## src/rtl/conv_pkg.sv

```systemverilog
// Shared helpers for the streaming convolution blocks.
// Border sizing, raster counter widths and the border/pass state type.
package conv_pkg;

    typedef enum logic {
        BORDER = 1'b0,
        PASS   = 1'b1
    } pad_state_e;

    function automatic int pad_pre(input int k);
        return (k - 1) / 2;
    endfunction

    function automatic int pad_post(input int k);
        return k - 1 - pad_pre(k);
    endfunction

    function automatic int cnt_w(input int n);
        return (n <= 1) ? 1 : $clog2(n);
    endfunction

endpackage

```

## src/rtl/conv2d_pad_elastic_reg.sv

```systemverilog
// One-entry valid/ready pipeline register.
// Drains and refills in the same cycle, so it sustains one beat per cycle.
module elastic_reg
    import conv_pkg::*;
#(
    parameter int W = 32
) (
    input  logic         clk_i,
    input  logic         rstn_i,
    input  logic         valid_i,
    output logic         ready_o,
    input  logic [W-1:0] data_i,
    output logic         valid_o,
    input  logic         ready_i,
    output logic [W-1:0] data_o
);

    logic         valid_q, valid_d;
    logic [W-1:0] data_q, data_d;

    assign ready_o = ~valid_q | ready_i;
    assign valid_o = valid_q;
    assign data_o  = data_q;

    // Refill whenever the slot is empty or being drained this cycle.
    always_comb begin
        valid_d = valid_q;
        data_d  = data_q;
        if (ready_o) begin
            valid_d = valid_i;
            if (valid_i) begin
                data_d = data_i;
            end
        end
    end

    // Slot state.
    always_ff @(posedge clk_i or negedge rstn_i) begin
        if (!rstn_i) begin
            valid_q <= 1'b0;
            data_q  <= '0;
        end else begin
            valid_q <= valid_d;
            data_q  <= data_d;
        end
    end

endmodule

```

## src/rtl/conv2d_pad.sv

```systemverilog
// Re-frames a reduced convolution raster into a full frame with pad borders.
// Define CONV2D_PAD_FRAME_FLAGS_EN to add the sof_o/eol_o frame flags.
module conv2d_pad
    import conv_pkg::*;
#(
    parameter int                      LineWidthPx = 160,
    parameter int                      LineCountPx = 120,
    parameter int                      KernelWidth = 3,
    parameter int                      Width       = 32,
    parameter logic signed [Width-1:0] PadValue    = '0
) (
    input  logic                    clk_i,
    input  logic                    rstn_i,
    input  logic                    valid_i,
    output logic                    ready_o,
    input  logic signed [Width-1:0] data_i,
    output logic                    valid_o,
    input  logic                    ready_i,
    output logic signed [Width-1:0] data_o
`ifdef CONV2D_PAD_FRAME_FLAGS_EN
    ,
    output logic                    sof_o,
    output logic                    eol_o
`endif
);

    localparam int PRE  = pad_pre(KernelWidth);
    localparam int POST = pad_post(KernelWidth);
    localparam int XW   = cnt_w(LineWidthPx);
    localparam int YW   = cnt_w(LineCountPx);

    localparam logic [XW:0]   X_HI   = (XW + 1)'(LineWidthPx - POST);
    localparam logic [YW:0]   Y_HI   = (YW + 1)'(LineCountPx - POST);
    localparam logic [XW-1:0] X_LAST = XW'(LineWidthPx - 1);
    localparam logic [YW-1:0] Y_LAST = YW'(LineCountPx - 1);

`ifdef CONV2D_PAD_FRAME_FLAGS_EN
    localparam int FW = 2;
`else
    localparam int FW = 0;
`endif
    localparam int PW = Width + FW;

    logic [XW-1:0] ox_q, ox_d;
    logic [YW-1:0] oy_q, oy_d;

    logic       x_lo, y_lo, interior;
    logic       x_last, y_last;
    pad_state_e state;

    logic              load_ok, ld_valid, load;
    logic [Width-1:0]  pix;
    logic [PW-1:0]     pld_in, pld_out;

    if (PRE == 0) begin : g_nopre
        assign x_lo = 1'b1;
        assign y_lo = 1'b1;
    end else begin : g_pre
        localparam logic [XW:0] X_LO = (XW + 1)'(PRE);
        localparam logic [YW:0] Y_LO = (YW + 1)'(PRE);
        assign x_lo = {1'b0, ox_q} >= X_LO;
        assign y_lo = {1'b0, oy_q} >= Y_LO;
    end

    assign interior = x_lo & y_lo
                    & ({1'b0, ox_q} < X_HI)
                    & ({1'b0, oy_q} < Y_HI);
    assign state    = interior ? PASS : BORDER;
    assign x_last   = ox_q == X_LAST;
    assign y_last   = oy_q == Y_LAST;

    // Border pixels are self-generated; interior pixels wait for upstream.
    assign ld_valid = (state == BORDER) | valid_i;
    assign load     = ld_valid & load_ok;
    assign ready_o  = load_ok & (state == PASS);
    assign pix      = (state == PASS) ? data_i : PadValue;

`ifdef CONV2D_PAD_FRAME_FLAGS_EN
    logic first;
    assign first  = (ox_q == '0) & (oy_q == '0);
    assign pld_in = {x_last, first, pix};
    assign sof_o  = pld_out[Width];
    assign eol_o  = pld_out[Width+1];
`else
    assign pld_in = pix;
`endif
    assign data_o = pld_out[Width-1:0];

    elastic_reg #(
        .W (PW)
    ) u_oreg (
        .clk_i   (clk_i),
        .rstn_i  (rstn_i),
        .valid_i (ld_valid),
        .ready_o (load_ok),
        .data_i  (pld_in),
        .valid_o (valid_o),
        .ready_i (ready_i),
        .data_o  (pld_out)
    );

    // Advance the raster position on every output-register load.
    always_comb begin
        ox_d = ox_q;
        oy_d = oy_q;
        if (load) begin
            if (x_last) begin
                ox_d = '0;
                oy_d = y_last ? '0 : oy_q + YW'(1);
            end else begin
                ox_d = ox_q + XW'(1);
            end
        end
    end

    // Raster position registers.
    always_ff @(posedge clk_i or negedge rstn_i) begin
        if (!rstn_i) begin
            ox_q <= '0;
            oy_q <= '0;
        end else begin
            ox_q <= ox_d;
            oy_q <= oy_d;
        end
    end

endmodule

```

## config.mk

```make
export PLATFORM = sky130hd
export DESIGN_NAME = conv2d_pad
export DESIGN_NICKNAME = d
export VERILOG_FILES = /design/src/rtl/conv_pkg.sv /design/src/rtl/conv2d_pad_elastic_reg.sv /design/src/rtl/conv2d_pad.sv
export SDC_FILE = /design/constraint.sdc
export NUM_CORES = 1
export LEC_CHECK = 0
export BUFFER_PORTS_ARGS = -buffer_cell sky130_fd_sc_hd__buf_4
export CAP_MARGIN = 20
export CORE_MARGIN = 10
export CORE_UTILIZATION = 54
export DETAILED_ROUTE_END_ITERATION = 10
export PLACE_DENSITY_LB_ADDON = 0.2
export SLEW_MARGIN = 20
export SYNTH_ARGS = -nofsm -noshare
export SYNTH_HDL_FRONTEND = slang
export SYNTH_SLANG_ARGS = --single-unit
```

## constraint.sdc

```tcl
create_clock -name clk_i -period 3.55 [get_ports clk_i]
set_clock_uncertainty 0.15 [all_clocks]
set_input_delay 0.1775 -clock clk_i [delete_from_list [all_inputs] [get_ports clk_i]]
set_output_delay 0.1775 -clock clk_i [all_outputs]
set_load 0.1 [all_outputs]
```

==> impl_summary.md <==
Detailed routing
The overall via count from detail_route is 1833. The number of iterations in the first detailed-routing pass is 4. The per-cell routed wire length is roughly 19 um. The count of nets left with antenna violations once routing finished came out at 0. Using the TritonRoute via totals, the vias-per-cell ratio works out to approximately 5.8. The first routing iteration left 164 violations. The total length of routed wires is 5920 um. In the routed design, unresolved DRC markers number 0.

Setup path
Together, buffers and inverters on the worst path number 1. Data on the critical path arrives at its endpoint at ~2.6 ns. The required time at the endpoint of the critical path is about 3.6 ns.

The category of cells accounting for the largest share of critical-path delay is compound AO/OA/AOI/OAI gates. The worst setup path is launched from a register. The highest fanout seen on the critical path is 36. Walking the worst path, the cells encountered are ha_1 -> and4_4 -> o31ai_4 -> o2111ai_4 -> o21ai_4 -> buf_4 -> mux2_2.

The critical path is of the reg -> reg type. STA classifies the critical path endpoint as a register. Among all stages on the critical path, the largest delay is contributed by dfrtp_1. The longest individual stage delay on the worst path is between 0.4 and 0.5 ns.

STA
The hold violation total from the final report is 0. The top achievable clock speed is 388 MHz. The aggregate negative setup slack is 0 ns. At the pin with the least slew margin, the transition time is approximately 0.58 ns.

The max-slew violation count is 0. Setup repair after global routing left no endpoint under its margin. The worst path in the final design needs a cycle of approximately 2.6 ns, including I/O delays and setup. Setup violations remaining at the end of the flow were counted as 0.

Dividing the final minimum period by the clock period gives a little over 70%. The worst pin sits at a relative slew slack of about three fifths.

Min path
The kind of path behind the tightest hold check is in -> reg.

Clock network
The clock buffer count from CTS is 5. TritonCTS built the clock tree. At the later pin of the worst-skew pair, clock insertion delay measures 0.29 ns. The hold buffer count at cts is 33. The H-tree was split into 2 levels.

Post-CTS timing repair inserted 0 buffers for setup. The clock passes through at most 2 buffers. The buffer type at the clock tree root is clkbuf_8. The clock drives between 40 and 50 sinks. After clock tree synthesis, the repair step resized 0 gates. After clock tree synthesis, the clock-pin slew on the worst setup and hold paths is approximately 0.080 ns.

Cells and area
The layout overhead on the synthesized area is 43.1%. After the last flow step, the layout net total stands at 308. The commonest non-fill, non-tap cell in the layout is buf_4.

At the end of the flow the core is filled with cells to 79.1%. Leaving out fill and tap cells, the most frequent cells in the layout are buf_4 (71), dfrtp_1 (48), dlygate4sd3_1 (33). The post-route netlist has a little under half of its cells at a drive strength greater than 1. After routing the design area is between 3000 and 4000 sq um. 0 antenna diodes ended up in the layout.

Logic synthesis
Synthesis inferred between 40 and 50 register bits. The number of warnings printed during yosys synthesis is 0. Yosys mapped a number of flops with a built-in enable equal to 0. In the synthesized netlist, the number of instances is ~160. The async set or reset register ratio after synthesis is 100%. The mapped cell area is roughly 2200 sq um. The number of unique standard cell types used by synthesis is 39. Synthesis produced a netlist with a net count of roughly 200. In the synthesized netlist the dominant register cell turns out to be dfrtp_1. The mean post-synth cell area is ~13 sq um. After synthesis, flip-flops and latches occupy 55.1% of the total area.

Floorplan
The core outline area is between 3000 and 4000 sq um. The initial standard-cell utilization of the core is between 50% and 60%. The floorplan die width is between 80 and 90 um.

The die covers about 7000 sq um. Row generation in the floorplan step produced 23 rows. 70 I/O pins were placed. The overall die height is roughly 84 um.

Global route
Entering global routing, the biggest net connects 49 pins. The initial antenna violation count is 0. The first global-routing pass estimated 10100 um of wire. The via count of the first global-routing pass was around 2000. The leftover overflow at the end of global routing is 0. The total track usage is about 17%.

Outcome
The run finished with clean final reports.

Power
The fraction of power spent switching nets is between 50% and 60%. The cell internal power dissipation is about 1.2 mW. Of the total power, registers draw 32.8%. After layout, the design draws a total of about 2.4 mW.

Combinational cells account for between 50 and 60% of the total power. The clock network power share is between 10% and 20%. For this design the total switching power over the nets is 1.22 mW. The worst IR drop on VDD is around 0.00047 V. Power spread over the standard cell area amounts to ~770 nW/um^2. For this design the static power due to leakage is about 1.5 nW.

Job
The tool flagged a number of max-cap violations equal to 0.

Placement
The congestion estimate from routability-driven global placement came to ~0.93. After legalization and detailed placement, the total HPWL measured roughly 4000 um. The placement-stage cell area is approximately 2700 sq um. The number of buffers added on ports is 69.
-- stage by stage --
step	std cells	hold WS [ns]	worst slack [ns]
6_report	317	0.0376	0.972
2_1_floorplan	164	-0.268	0.640
5_1_grt	317	0.0313	0.828
3_3_place_gp	277	0.0598	1.08
4_1_cts	317	0.0289	0.967
3_5_place_dp	277	0.0698	0.989
-- logic make-up (layout without fill, tap and decap cells) --
| family | after synthesis | after routing | synth area share, % |
|---|---|---|---|
| AOI/OAI and AO/OA | 53 | 53 | 23.7 |
| xor gates and xnor gates | 4 | 4 | 1.61 |
| adders and majority gates | 5 | 5 | 2.87 |
| buffers and inverters | 12 | 115 | 4.30 |
| DFF | 48 | 48 | 55.1 |
| muxes | 4 | 4 | 2.07 |
| and+or+nand+nor | 38 | 38 | 10.4 |
-- Yosys cell counts, types with 2 or more instances --
library cell | count | area [sq um]
inv_1 | 4 | 15.0
mux2_2 | 4 | 45.0
nor4_1 | 4 | 25.0
o2bb2ai_1 | 2 | 17.5
ha_1 | 5 | 62.6
nand2_1 | 7 | 26.3
xnor2_1 | 4 | 35.0
nor3_1 | 2 | 10.0
and3_2 | 4 | 30.0
a21o_1 | 2 | 15.0
nor2_1 | 7 | 26.3
nand3_1 | 2 | 10.0
o21ai_0 | 4 | 20.0
a22o_2 | 29 | 290
o211ai_1 | 2 | 15.0
nand2b_1 | 2 | 12.5
nand4_1 | 3 | 18.8
buf_6 | 6 | 67.6
a22o_1 | 4 | 35.0
dfrtp_1 | 48 | 1200
-- area by class of cell --
cell class                      count  area (sq um)
Clock buffer                        6          82.6
Tap cell                           50          62.6
Fill cell                         218           825
Sequential cell                    48          1200
Timing Repair Buffer              104           863
Clock inverter                      1          8.76
Inverter                            4          15.0
Multi-Input combinational cell    104           885
-- power by group through the flow --
| stage | sequential [mW] | combinational, mW | clock [mW] |
|---|---|---|---|
| final | 0.784 | 1.27 | 0.328 |
| after global routing | 0.804 | 1.32 | 0.363 |
| after CTS | 0.781 | 1.28 | 0.333 |
| after detailed placement | 0.791 | 1.24 | 0 |
| after global placement | 0.780 | 1.23 | 0 |
| after floorplan | 1.48 | 0.278 | 0 |
-- sequential cells by signal, indices dropped and copies added, names as in the netlist --
name            cells
u_oreg.data_o      32
oy_q                7
ox_q                8
u_oreg.valid_o      1
-- path summary, 6_finish.rpt --
| kind | startpoint | to | slack, ns | cells after the start |
|---|---|---|---|---|
| worst max-delay path | ox_q[0] | ox_q[0] | 0.97 | 7 |
| worst min-delay path | valid_i | u_oreg.valid_o | 0.04 | 2 |
| worst max register to register | ox_q[0] | ox_q[0] | 0.97 | 7 |
| worst min register to register | u_oreg.data_o[26] | u_oreg.data_o[26] | 0.36 | 1 |
| max in group asynchronous | rstn_i | ox_q[4] | 2.58 | 2 |
| min in group asynchronous | rstn_i | oy_q[2] | 0.26 | 2 |
-- metal layers --
layer | track usage (%) | routed length (um) | vias up
li1 | - | - | 836
met1 | 18.1 | 2130 | 907
met2 | 31.3 | 3200 | 76
met3 | 5.96 | 425 | 14
met4 | 6.54 | 171 | 0
met5 | 0 | 0 | -
(Power assumes the default switching activity.)
